File: src/rtl/alu_req_arbiter.sv
// Two-requester round-robin front end for a multi-cycle ALU: one operation in
// flight, illegal commands answered locally without touching the ALU.
module alu_req_arbiter #(
    parameter int WIDTH     = 8,
    parameter int CMD_WIDTH = 4,
    parameter int LAT_STD   = 1,
    parameter int LAT_MUL   = 2
) (
    input  logic                 CLK,
    input  logic                 RESET,

    input  logic                 req0_valid,
    output logic                 req0_ready,
    input  logic [WIDTH-1:0]     req0_opa,
    input  logic [WIDTH-1:0]     req0_opb,
    input  logic [CMD_WIDTH-1:0] req0_cmd,
    input  logic                 req0_mode,
    input  logic                 req0_cin,

    input  logic                 req1_valid,
    output logic                 req1_ready,
    input  logic [WIDTH-1:0]     req1_opa,
    input  logic [WIDTH-1:0]     req1_opb,
    input  logic [CMD_WIDTH-1:0] req1_cmd,
    input  logic                 req1_mode,
    input  logic                 req1_cin,

    output logic                 rsp_valid,
    input  logic                 rsp_ready,
    output logic                 rsp_id,
    output logic [WIDTH+1:0]     rsp_res,
    output logic                 rsp_err,
    output logic                 rsp_oflow,
    output logic                 rsp_cout,
    output logic                 rsp_g,
    output logic                 rsp_l,
    output logic                 rsp_e,

    output logic [WIDTH-1:0]     alu_opa,
    output logic [WIDTH-1:0]     alu_opb,
    output logic [CMD_WIDTH-1:0] alu_cmd,
    output logic                 alu_mode,
    output logic                 alu_cin,
    output logic                 alu_ce,
    output logic [1:0]           alu_inp_valid,
    input  logic [WIDTH+1:0]     alu_res,
    input  logic                 alu_err,
    input  logic                 alu_oflow,
    input  logic                 alu_cout,
    input  logic                 alu_g,
    input  logic                 alu_l,
    input  logic                 alu_e,

    output logic                 busy
);

    localparam logic [1:0] IDLE  = 2'd0;
    localparam logic [1:0] ISSUE = 2'd1;
    localparam logic [1:0] WAIT  = 2'd2;
    localparam logic [1:0] RESP  = 2'd3;

    localparam int LAT_MAX = (LAT_MUL > LAT_STD) ? LAT_MUL : LAT_STD;
    localparam int CNT_W   = $clog2(LAT_MAX + 1);

    logic [1:0]           state;
    logic                 prio;
    logic                 hold_id;
    logic                 hold_mul;
    logic [CNT_W-1:0]     lat_cnt;

    logic [WIDTH-1:0]     opa_q;
    logic [WIDTH-1:0]     opb_q;
    logic [CMD_WIDTH-1:0] cmd_q;
    logic                 mode_q;
    logic                 cin_q;

    logic [WIDTH+1:0]     res_q;
    logic                 id_q;
    logic                 err_q;
    logic                 oflow_q;
    logic                 cout_q;
    logic                 g_q;
    logic                 l_q;
    logic                 e_q;

    logic                 winner;
    logic                 accept;
    logic [WIDTH-1:0]     sel_opa;
    logic [WIDTH-1:0]     sel_opb;
    logic [CMD_WIDTH-1:0] sel_cmd;
    logic                 sel_mode;
    logic                 sel_cin;
    logic                 sel_illegal;
    logic                 sel_mul;

    // A lone requester wins outright; prio only breaks ties.
    always_comb begin
        winner = 1'b0;
        if (req0_valid && req1_valid)
            winner = prio;
        else if (req1_valid)
            winner = 1'b1;
    end

    assign accept     = !RESET && (state == IDLE) && (req0_valid || req1_valid);
    assign req0_ready = accept && !winner;
    assign req1_ready = accept && winner;

    always_comb begin
        sel_opa  = req0_opa;
        sel_opb  = req0_opb;
        sel_cmd  = req0_cmd;
        sel_mode = req0_mode;
        sel_cin  = req0_cin;
        if (winner) begin
            sel_opa  = req1_opa;
            sel_opb  = req1_opb;
            sel_cmd  = req1_cmd;
            sel_mode = req1_mode;
            sel_cin  = req1_cin;
        end
    end

    always_comb begin
        sel_illegal = sel_mode ? (sel_cmd > CMD_WIDTH'(10)) : (sel_cmd > CMD_WIDTH'(13));
        sel_mul     = sel_mode && ((sel_cmd == CMD_WIDTH'(9)) || (sel_cmd == CMD_WIDTH'(10)));
    end

    // The ALU drive registers only load for legal commands, so an illegal
    // command never appears on alu_* and the last driven values persist.
    always_ff @(posedge CLK or posedge RESET) begin
        if (RESET) begin
            state    <= IDLE;
            prio     <= 1'b0;
            hold_id  <= 1'b0;
            hold_mul <= 1'b0;
            lat_cnt  <= '0;
            opa_q    <= '0;
            opb_q    <= '0;
            cmd_q    <= '0;
            mode_q   <= 1'b0;
            cin_q    <= 1'b0;
            res_q    <= '0;
            id_q     <= 1'b0;
            err_q    <= 1'b0;
            oflow_q  <= 1'b0;
            cout_q   <= 1'b0;
            g_q      <= 1'b0;
            l_q      <= 1'b0;
            e_q      <= 1'b0;
        end else begin
            case (state)
                IDLE: begin
                    if (accept) begin
                        prio    <= ~winner;
                        hold_id <= winner;
                        if (sel_illegal) begin
                            res_q   <= '0;
                            id_q    <= winner;
                            err_q   <= 1'b1;
                            oflow_q <= 1'b0;
                            cout_q  <= 1'b0;
                            g_q     <= 1'b0;
                            l_q     <= 1'b0;
                            e_q     <= 1'b0;
                            state   <= RESP;
                        end else begin
                            opa_q    <= sel_opa;
                            opb_q    <= sel_opb;
                            cmd_q    <= sel_cmd;
                            mode_q   <= sel_mode;
                            cin_q    <= sel_cin;
                            hold_mul <= sel_mul;
                            state    <= ISSUE;
                        end
                    end
                end
                ISSUE: begin
                    lat_cnt <= hold_mul ? CNT_W'(LAT_MUL) : CNT_W'(LAT_STD);
                    state   <= WAIT;
                end
                WAIT: begin
                    if (lat_cnt <= CNT_W'(1)) begin
                        res_q   <= alu_res;
                        id_q    <= hold_id;
                        err_q   <= alu_err;
                        oflow_q <= alu_oflow;
                        cout_q  <= alu_cout;
                        g_q     <= alu_g;
                        l_q     <= alu_l;
                        e_q     <= alu_e;
                        state   <= RESP;
                    end else begin
                        lat_cnt <= lat_cnt - CNT_W'(1);
                    end
                end
                RESP: begin
                    if (rsp_ready)
                        state <= IDLE;
                end
                default: state <= IDLE;
            endcase
        end
    end

    assign alu_opa       = opa_q;
    assign alu_opb       = opb_q;
    assign alu_cmd       = cmd_q;
    assign alu_mode      = mode_q;
    assign alu_cin       = cin_q;
    assign alu_ce        = (state == ISSUE) || (state == WAIT);
    assign alu_inp_valid = 2'b11;

    assign rsp_valid = (state == RESP);
    assign rsp_id    = id_q;
    assign rsp_res   = res_q;
    assign rsp_err   = err_q;
    assign rsp_oflow = oflow_q;
    assign rsp_cout  = cout_q;
    assign rsp_g     = g_q;
    assign rsp_l     = l_q;
    assign rsp_e     = e_q;

    assign busy = (state != IDLE);

endmodule
File: config.mk
export PLATFORM = sky130hd
export DESIGN_NAME = alu_req_arbiter
export DESIGN_NICKNAME = d
export VERILOG_FILES = /design/src/rtl/alu_req_arbiter.sv
export SDC_FILE = /design/constraint.sdc
export NUM_CORES = 1
export LEC_CHECK = 0
export BUFFER_PORTS_ARGS = -buffer_cell sky130_fd_sc_hd__clkbuf_2
export CAP_MARGIN = 40
export CORE_MARGIN = 2
export CORE_UTILIZATION = 40
export CTS_BUF_LIST = sky130_fd_sc_hd__clkbuf_8
export DETAILED_ROUTE_END_ITERATION = 6
export PLACE_DENSITY_LB_ADDON = 0.12
export SLEW_MARGIN = 10
export SYNTH_ARGS = -nofsm -noshare
export SYNTH_HDL_FRONTEND = slang
export SYNTH_SLANG_ARGS = --single-unit
File: constraint.sdc
create_clock -name CLK -period 2.1 [get_ports CLK]
set_clock_uncertainty 0.1 [all_clocks]
set_input_delay 0.21 -clock CLK [delete_from_list [all_inputs] [get_ports CLK]]
set_output_delay 0.21 -clock CLK [all_outputs]
set_load 0.03 [all_outputs]
==> run_results.csv, run 1 <==
group,metric,value,unit
timing,hold_slack,-0.0120,ns
timing,finalHoldViolCount,16,
cts,cts_sinks,46,
critical_path,crit_path_end_kind,"output port",
synth,ys_seq_area_share,51.7,%
critical_path,critPathMaxFanout,6,
cts,cts_made_buffers,5,
outcome,violations,"hold timing",
cts,ctsHoldBuffers,0,
floorplan,rows,27,
critical_path,crit_type,"flip-flop to output port",
floorplan,start_util,40.9,%
power,power_density,1570,nW/µm²
timing,tightest_slew,0.590,ns
grt,grt_usage,18.0,%
detailed_routing,wirelength,5530,µm
synth,syn_area_per_cell,10.0,µm²
power,p_leak,1.58,nW
timing,finalSetupViolCount,0,
detailed_routing,routed-via-count,2009,
cts,cts-htree-levels,2,
synth,synth_top_cell_by_area,"dfrtp_1",
cts,cts_buffer_depth,2,
detailed_routing,drt_iter0_markers,62,
detailed_routing,drc_errors,0,
critical_path,r2r_cells,6,
timing,period_needed,1.99,ns
cts,cts-root-buf,"clkbuf_8",
synth,synth_top_area_share,51.7,%
timing,fmax,502,MHz
floorplan,core,5440,µm²
finish,final_nets,407,
detailed_routing,avgRoutedWirePerCell,13.5,µm
finish,area_growth,36.8,%
finish,antenna_cells,0,
place,io_buffers,108,
grt,grt_remaining_overflow,0,
cts,cts_tree,"yes",
grt,antenna_found_initial,0,
critical_path,crit_slowest_cell,"dfrtp_1",
synth,yosysWarningCount,0,
detailed_routing,via_per_inst,4.91,
finish,drive_gt1_share,40.1,%
detailed_routing,ant_nets,0,
place,gp_congestion,0.827,
floorplan,dieHeight,78.6,µm
grt,grt_max_degree,47,
outcome,status,"complete, but fails checks",
finish,final_area,3040,µm²
timing,slew_violations,0,
synth,ys_async_sr_fraction,100,%
critical_path,path_buf_inv,3,
synth,synth_area,2230,µm²
critical_path,required,1.79,ns
synth,netlist_instances,222,
timing,grt_setup_unrepaired,"no",
synth,ys_ff_latch,46,
min_path,hold_path.class,"input port to asynchronous set/reset pin",
critical_path,crit_cells,6,
job,maxCapViolations,0,
synth,synth_cell_types,42,
synth,synth-main-ff-cell,"dfrtp_1",
power,fin_total_pwr,0.00477,W
critical_path,startpoint_type,"flip-flop",
critical_path,critPathTopFamily,"buffers and inverters",
synth,synth.area.top_cells,"dfrtp_1, nand2_1, a22o_1",
critical_path,worst_ep_arrival_time,1.68,ns
grt,grt_pass1_vias,2020,
cts,insertion_delay,0.29,ns
critical_path,cp_slowest_stage_delay,0.40,ns
floorplan,dieArea,6180,µm²
grt,grt_pass1_wl,8910,µm
finish,fill_cells,523,
place,dpl.hpwl,4010,µm
power,ir_drop,0.000731,V
place,dpl_cell_area,2890,µm²
critical_path,cp_cell_sequence,"inv_1 > ha_1 > o211ai_1 > buf_4 > nor2_1 > clkbuf_2",
timing,period_share,94.8,%
timing,maxSlewHeadroom,60.7,%
synth,synth_edf_count,0,
cts,clk_pin_slew_worst_paths,0.08,ns
floorplan,io_pins,111,
detailed_routing,first_pass_iters,4,
floorplan,die_w,78.6,µm
flip-flops by register name (all words and copies together), names as in the netlist, 2 cells and up:
| signal | flops |
|---|---|
| alu_cmd | 4 |
| alu_opa | 8 |
| alu_opb | 8 |
| lat_cnt | 2 |
| rsp_res | 10 |
| state | 2 |
worst paths after layout:
check	start	slack (ns)	to
min in group CLK	alu_res[5]	0.03	rsp_res[5]
max in group asynchronous	RESET	1.50	state[0]
max reg2reg	prio	0.14	rsp_oflow
min reg2reg	prio	0.39	prio
min	RESET	-0.01	rsp_oflow
max	state[0]	0.11	req1_ready
layout by cell type (no fill, tap or decap), types with 3 or more instances in the layout:
cell,n
a21oi_1,6
nand2_1,36
a22o_1,15
ha_1,6
nor2_1,26
o21ai_0,5
dfrtp_1,46
a21o_1,3
mux2i_1,4
inv_1,11
buf_12,3
nand3_1,3
clkbuf_2,108
clkbuf_8,5
buf_4,7
a31oi_1,17
what timing repair did:
action | in CTS | in global routing
setup endpoints to repair | 0 | 8
resized for setup | 0 | 1
buffers inserted | 0 | 1
stage by stage:
stage	util, %	hold slack [ns]	TNS [ns]	worst slack (ns)	cells
CTS	55.1	0.0199	0	0.0849	407
floorplan	-	0.131	-0.859	-0.0992	223
finish	56.0	-0.0120	0	0.108	409
global placement	53.1	0.328	0	0.190	399
detailed placement	53.1	0.333	0	0.145	399
global route	56.0	0.0270	0	0.00802	409
synthesized netlist by cell type (2+ instances only):
cell      instances
a21o_1            3
a21oi_1           6
a22o_1           15
a31oi_1          17
a32o_1            2
buf_2             4
buf_4             2
clkbuf_1          6
dfrtp_1          46
ha_1              6
inv_1            12
mux2i_1           4
nand2_1          36
nand3_1           3
nand4b_1          2
nor2_1           27
o21ai_0           5
xor2_1            2
per-layer routing:
| layer | part of all wire (%) | global-route usage [%] | vias up |
|---|---|---|---|
| met5 | 0 | 0 | - |
| met4 | 1.1 | 7.37 | 0 |
| met3 | 5.6 | 3.22 | 6 |
| met2 | 48 | 30.5 | 64 |
| met1 | 45 | 22.7 | 937 |
| li1 | - | - | 1002 |
final cells by class:
type | count | area (µm²) | area share [%]
Multi-Input combinational cell | 152 | 967 | 31.8
Sequential cell | 46 | 1150 | 37.8
Inverter | 12 | 48.8 | 1.60
Tap cell | 72 | 90.1 | 2.96
Clock inverter | 3 | 40.0 | 1.32
Clock buffer | 5 | 68.8 | 2.26
Timing Repair Buffer | 119 | 678 | 22.3
report_power, final:
group	internal [W]	switching, W
clock network	0.000351	0.000296
registers	0.00131	0.000224
logic	0.000930	0.00166
total	0.00259	0.00218
worst min-delay path, stage by stage:
cell	delay [ns]
clkbuf_2	0.10
clkinvlp_4	0.07
buf_4	0.48
cells by family after synthesis:
family,after synthesis,synth area share (%)
multiplexers,5,2.30
buffers and inverters,25,5.11
other,1,0.168
AND/OR/NAND/NOR,75,14.8
flip-flops,46,51.7
adder cells (fa/ha/maj),6,3.37
XOR/XNOR,2,0.787
AO/OA/AOI/OAI,62,21.8
(Power assumes the default switching activity.)
==> run 2, diff against run 1 <==
--- a/config.mk
+++ b/config.mk
@@ -5,12 +5,13 @@
 export SDC_FILE = /design/constraint.sdc
 export NUM_CORES = 1
 export LEC_CHECK = 0
-export BUFFER_PORTS_ARGS = -buffer_cell sky130_fd_sc_hd__clkbuf_2
 export CAP_MARGIN = 40
+export CORE_ASPECT_RATIO = 1.1
 export CORE_MARGIN = 2
 export CORE_UTILIZATION = 40
 export CTS_BUF_LIST = sky130_fd_sc_hd__clkbuf_8
 export DETAILED_ROUTE_END_ITERATION = 6
+export DONT_BUFFER_PORTS = 1
 export PLACE_DENSITY_LB_ADDON = 0.12
 export SLEW_MARGIN = 10
 export SYNTH_ARGS = -nofsm -noshare
==> run 2 against run 1 <==
Effect of this change: sequential share of layout area increased by 0.20 points; largest cell class unchanged; the run now ends clean; largest power group is now registers; routed wire length up 7.5%; utilization up 0.52 points.
==> run_results.csv, run 2 (synthesized netlist as in run 1, its figures left out) <==
group,metric,value,unit
timing,maxSlewHeadroom,61.4,%
critical_path,r2r_setup_slack,0.12,ns
critical_path,crit_type,"flip-flop to flip-flop",
detailed_routing,routed-via-count,1913,
cts,cts_tree,"yes",
grt,grt_max_degree,47,
detailed_routing,first_pass_iters,4,
detailed_routing,ant_nets,0,
detailed_routing,wirelength,5950,µm
timing,tightest_slew,0.579,ns
min_path,hold_path.class,"input port to flip-flop",
floorplan,io_pins,111,
timing,period_share,94.4,%
place,gp_congestion,0.791,
timing,fmax,504,MHz
timing,period_needed,1.98,ns
grt,antenna_found_initial,0,
finish,antenna_cells,0,
critical_path,critPathMaxFanout,16,
min_path,hold_start,"req1_cmd[1]",
finish,largest_reg_flops,10,
finish,mostFrequentLayoutCells,"dlygate4sd3_1, dfrtp_1, nand2_1, nor2_1, a31oi_1",
power,p_int,0.00237,W
power,p_sw_share,47.3,%
power,clockPowerShare,14.5,%
cts,cts-htree-levels,2,
floorplan,die_w,75.1,µm
critical_path,cp_cell_sequence,"nand2b_4 > a221oi_4 > nor2_2 > o31a_1 > buf_12 > a22o_1",
critical_path,required,2.19,ns
floorplan,core,5360,µm²
critical_path,startpoint_type,"flip-flop",
place,preCtsSetupSlack,0.132,ns
floorplan,dieArea,6180,µm²
detailed_routing,avgRoutedWirePerCell,16.6,µm
critical_path,r2r_cells,6,
place,dpl.hpwl,3770,µm
finish,area_growth,36.0,%
finish,drive_gt1_share,11.0,%
timing,finalSetupViolCount,0,
grt,grt_usage,17.8,%
cts,cts-root-buf,"clkbuf_8",
critical_path,crit_slowest_cell,"dfrtp_1",
min_path,hold_depth,2,
place,io_buffers,0,
timing,timing.final.ws_setup,0.117,ns
min_path,whs_endpoint,"alu_cmd[1]",
cts,cts_made_buffers,5,
critical_path,cp_slowest_stage_delay,0.39,ns
critical_path,worst_ep_arrival_time,2.07,ns
floorplan,start_util,41.5,%
critical_path,rr_startpoint,"prio",
detailed_routing,drc_errors,0,
grt,grt_pass1_vias,1838,
job,maxCapViolations,0,
finish,multi_input_area,967,µm²
critical_path,critPathTopFamily,"compound AO/OA/AOI/OAI gates",
outcome,status,"finished, final reports clean",
timing,hold_slack,0.0164,ns
detailed_routing,drt_iter0_markers,97,
grt,grt_pass1_wl,8420,µm
power,power_frac_comb,33.2,%
timing,grt_setup_unrepaired,"no",
cts,insertion_delay,0.30,ns
timing,finalHoldViolCount,0,
detailed_routing,via_per_inst,5.34,
critical_path,reg2reg_to,"rsp_oflow",
power,pwr-share-seq,52.3,%
cts,clk_pin_slew_worst_paths,0.09,ns
grt,grt_remaining_overflow,0,
floorplan,dieHeight,82.2,µm
critical_path,crit_path_end_kind,"flip-flop",
power,p_switching,0.00212,W
cts,cts_buffer_depth,2,
finish,layout_commonest_cell,"dlygate4sd3_1",
power,ir_drop,0.000820,V
power,power_density,1480,nW/µm²
timing,slew_violations,0,
power,p_leak,1.35,nW
floorplan,rows,28,
finish,final_nets,353,
finish,seq_area,1150,µm²
critical_path,path_buf_inv,1,
cts,cts_sinks,46,
finish,fill_cells,453,
==> run 2: cell count changes in the layout (fill, tap and decap cells not counted) <==
cell           previous run  this run
clkbuf_2                108         0
dlygate4sd3_1             0        51
nor2_1                   26        27
nor2_2                    2         1
ha_1                      6         5
ha_2                      0         1
inv_2                     0         1
buf_12                    3         2
buf_4                     7        11
inv_1                    11        10
==> run 2: final cells by class <==
cell class,instances,area share (%)
Sequential cell,46,38.0
Clock inverter,3,1.32
Inverter,12,1.61
Multi-Input combinational cell,152,31.9
Tap cell,75,3.10
Clock buffer,5,2.27
Timing Repair Buffer,65,21.7
==> run 2: worst max path at each step <==
stage	startpoint	endpoint	cells past startpoint
5_1_grt	state[1]	req1_ready	6
3_3_place_gp	prio	rsp_res[0]	6
3_5_place_dp	prio	rsp_l	6
4_1_cts	state[0]	req1_ready	6
2_1_floorplan	RESET	rsp_err	6
6_report	prio	rsp_oflow	6
==> run 2: stage by stage <==
step	cell area, µm²	util (%)	cells	TNS (ns)	power [W]
floorplan	2240	-	223	-0.859	0.00338
global placement	2370	44.1	296	0	0.00367
detailed placement	2370	44.1	296	0	0.00375
CTS	2990	55.7	355	0	0.00447
global route	3030	56.5	358	0	0.00476
finish	3030	56.5	358	0	0.00449
==> run 2: repair_timing <==
action                                  4_1_cts  5_1_grt
endpoints found under the setup margin        0       17
buffers inserted                              0        2
resized for setup                             0        2
hold endpoints to repair                     79        0
hold buffers                                 51        0
==> run 2: power groups by stage <==
stage               sequential (W)  clock, W  combinational (W)
floorplan                  0.00227         0            0.00111
global placement           0.00235         0            0.00131
detailed placement         0.00237         0            0.00138
CTS                        0.00235  0.000664            0.00146
global route               0.00240  0.000708            0.00165
finish                     0.00235  0.000650            0.00149
==> run 2: per-layer routing <==
metal	share of wire [%]	wire length, µm	global-route usage [%]	vias to the layer above
li1	-	-	-	901
met1	39	2290	20.5	919
met2	52	3100	30.4	84
met3	7.6	453	5.34	9
met4	1.7	102	7.32	0
met5	0	0	0	-
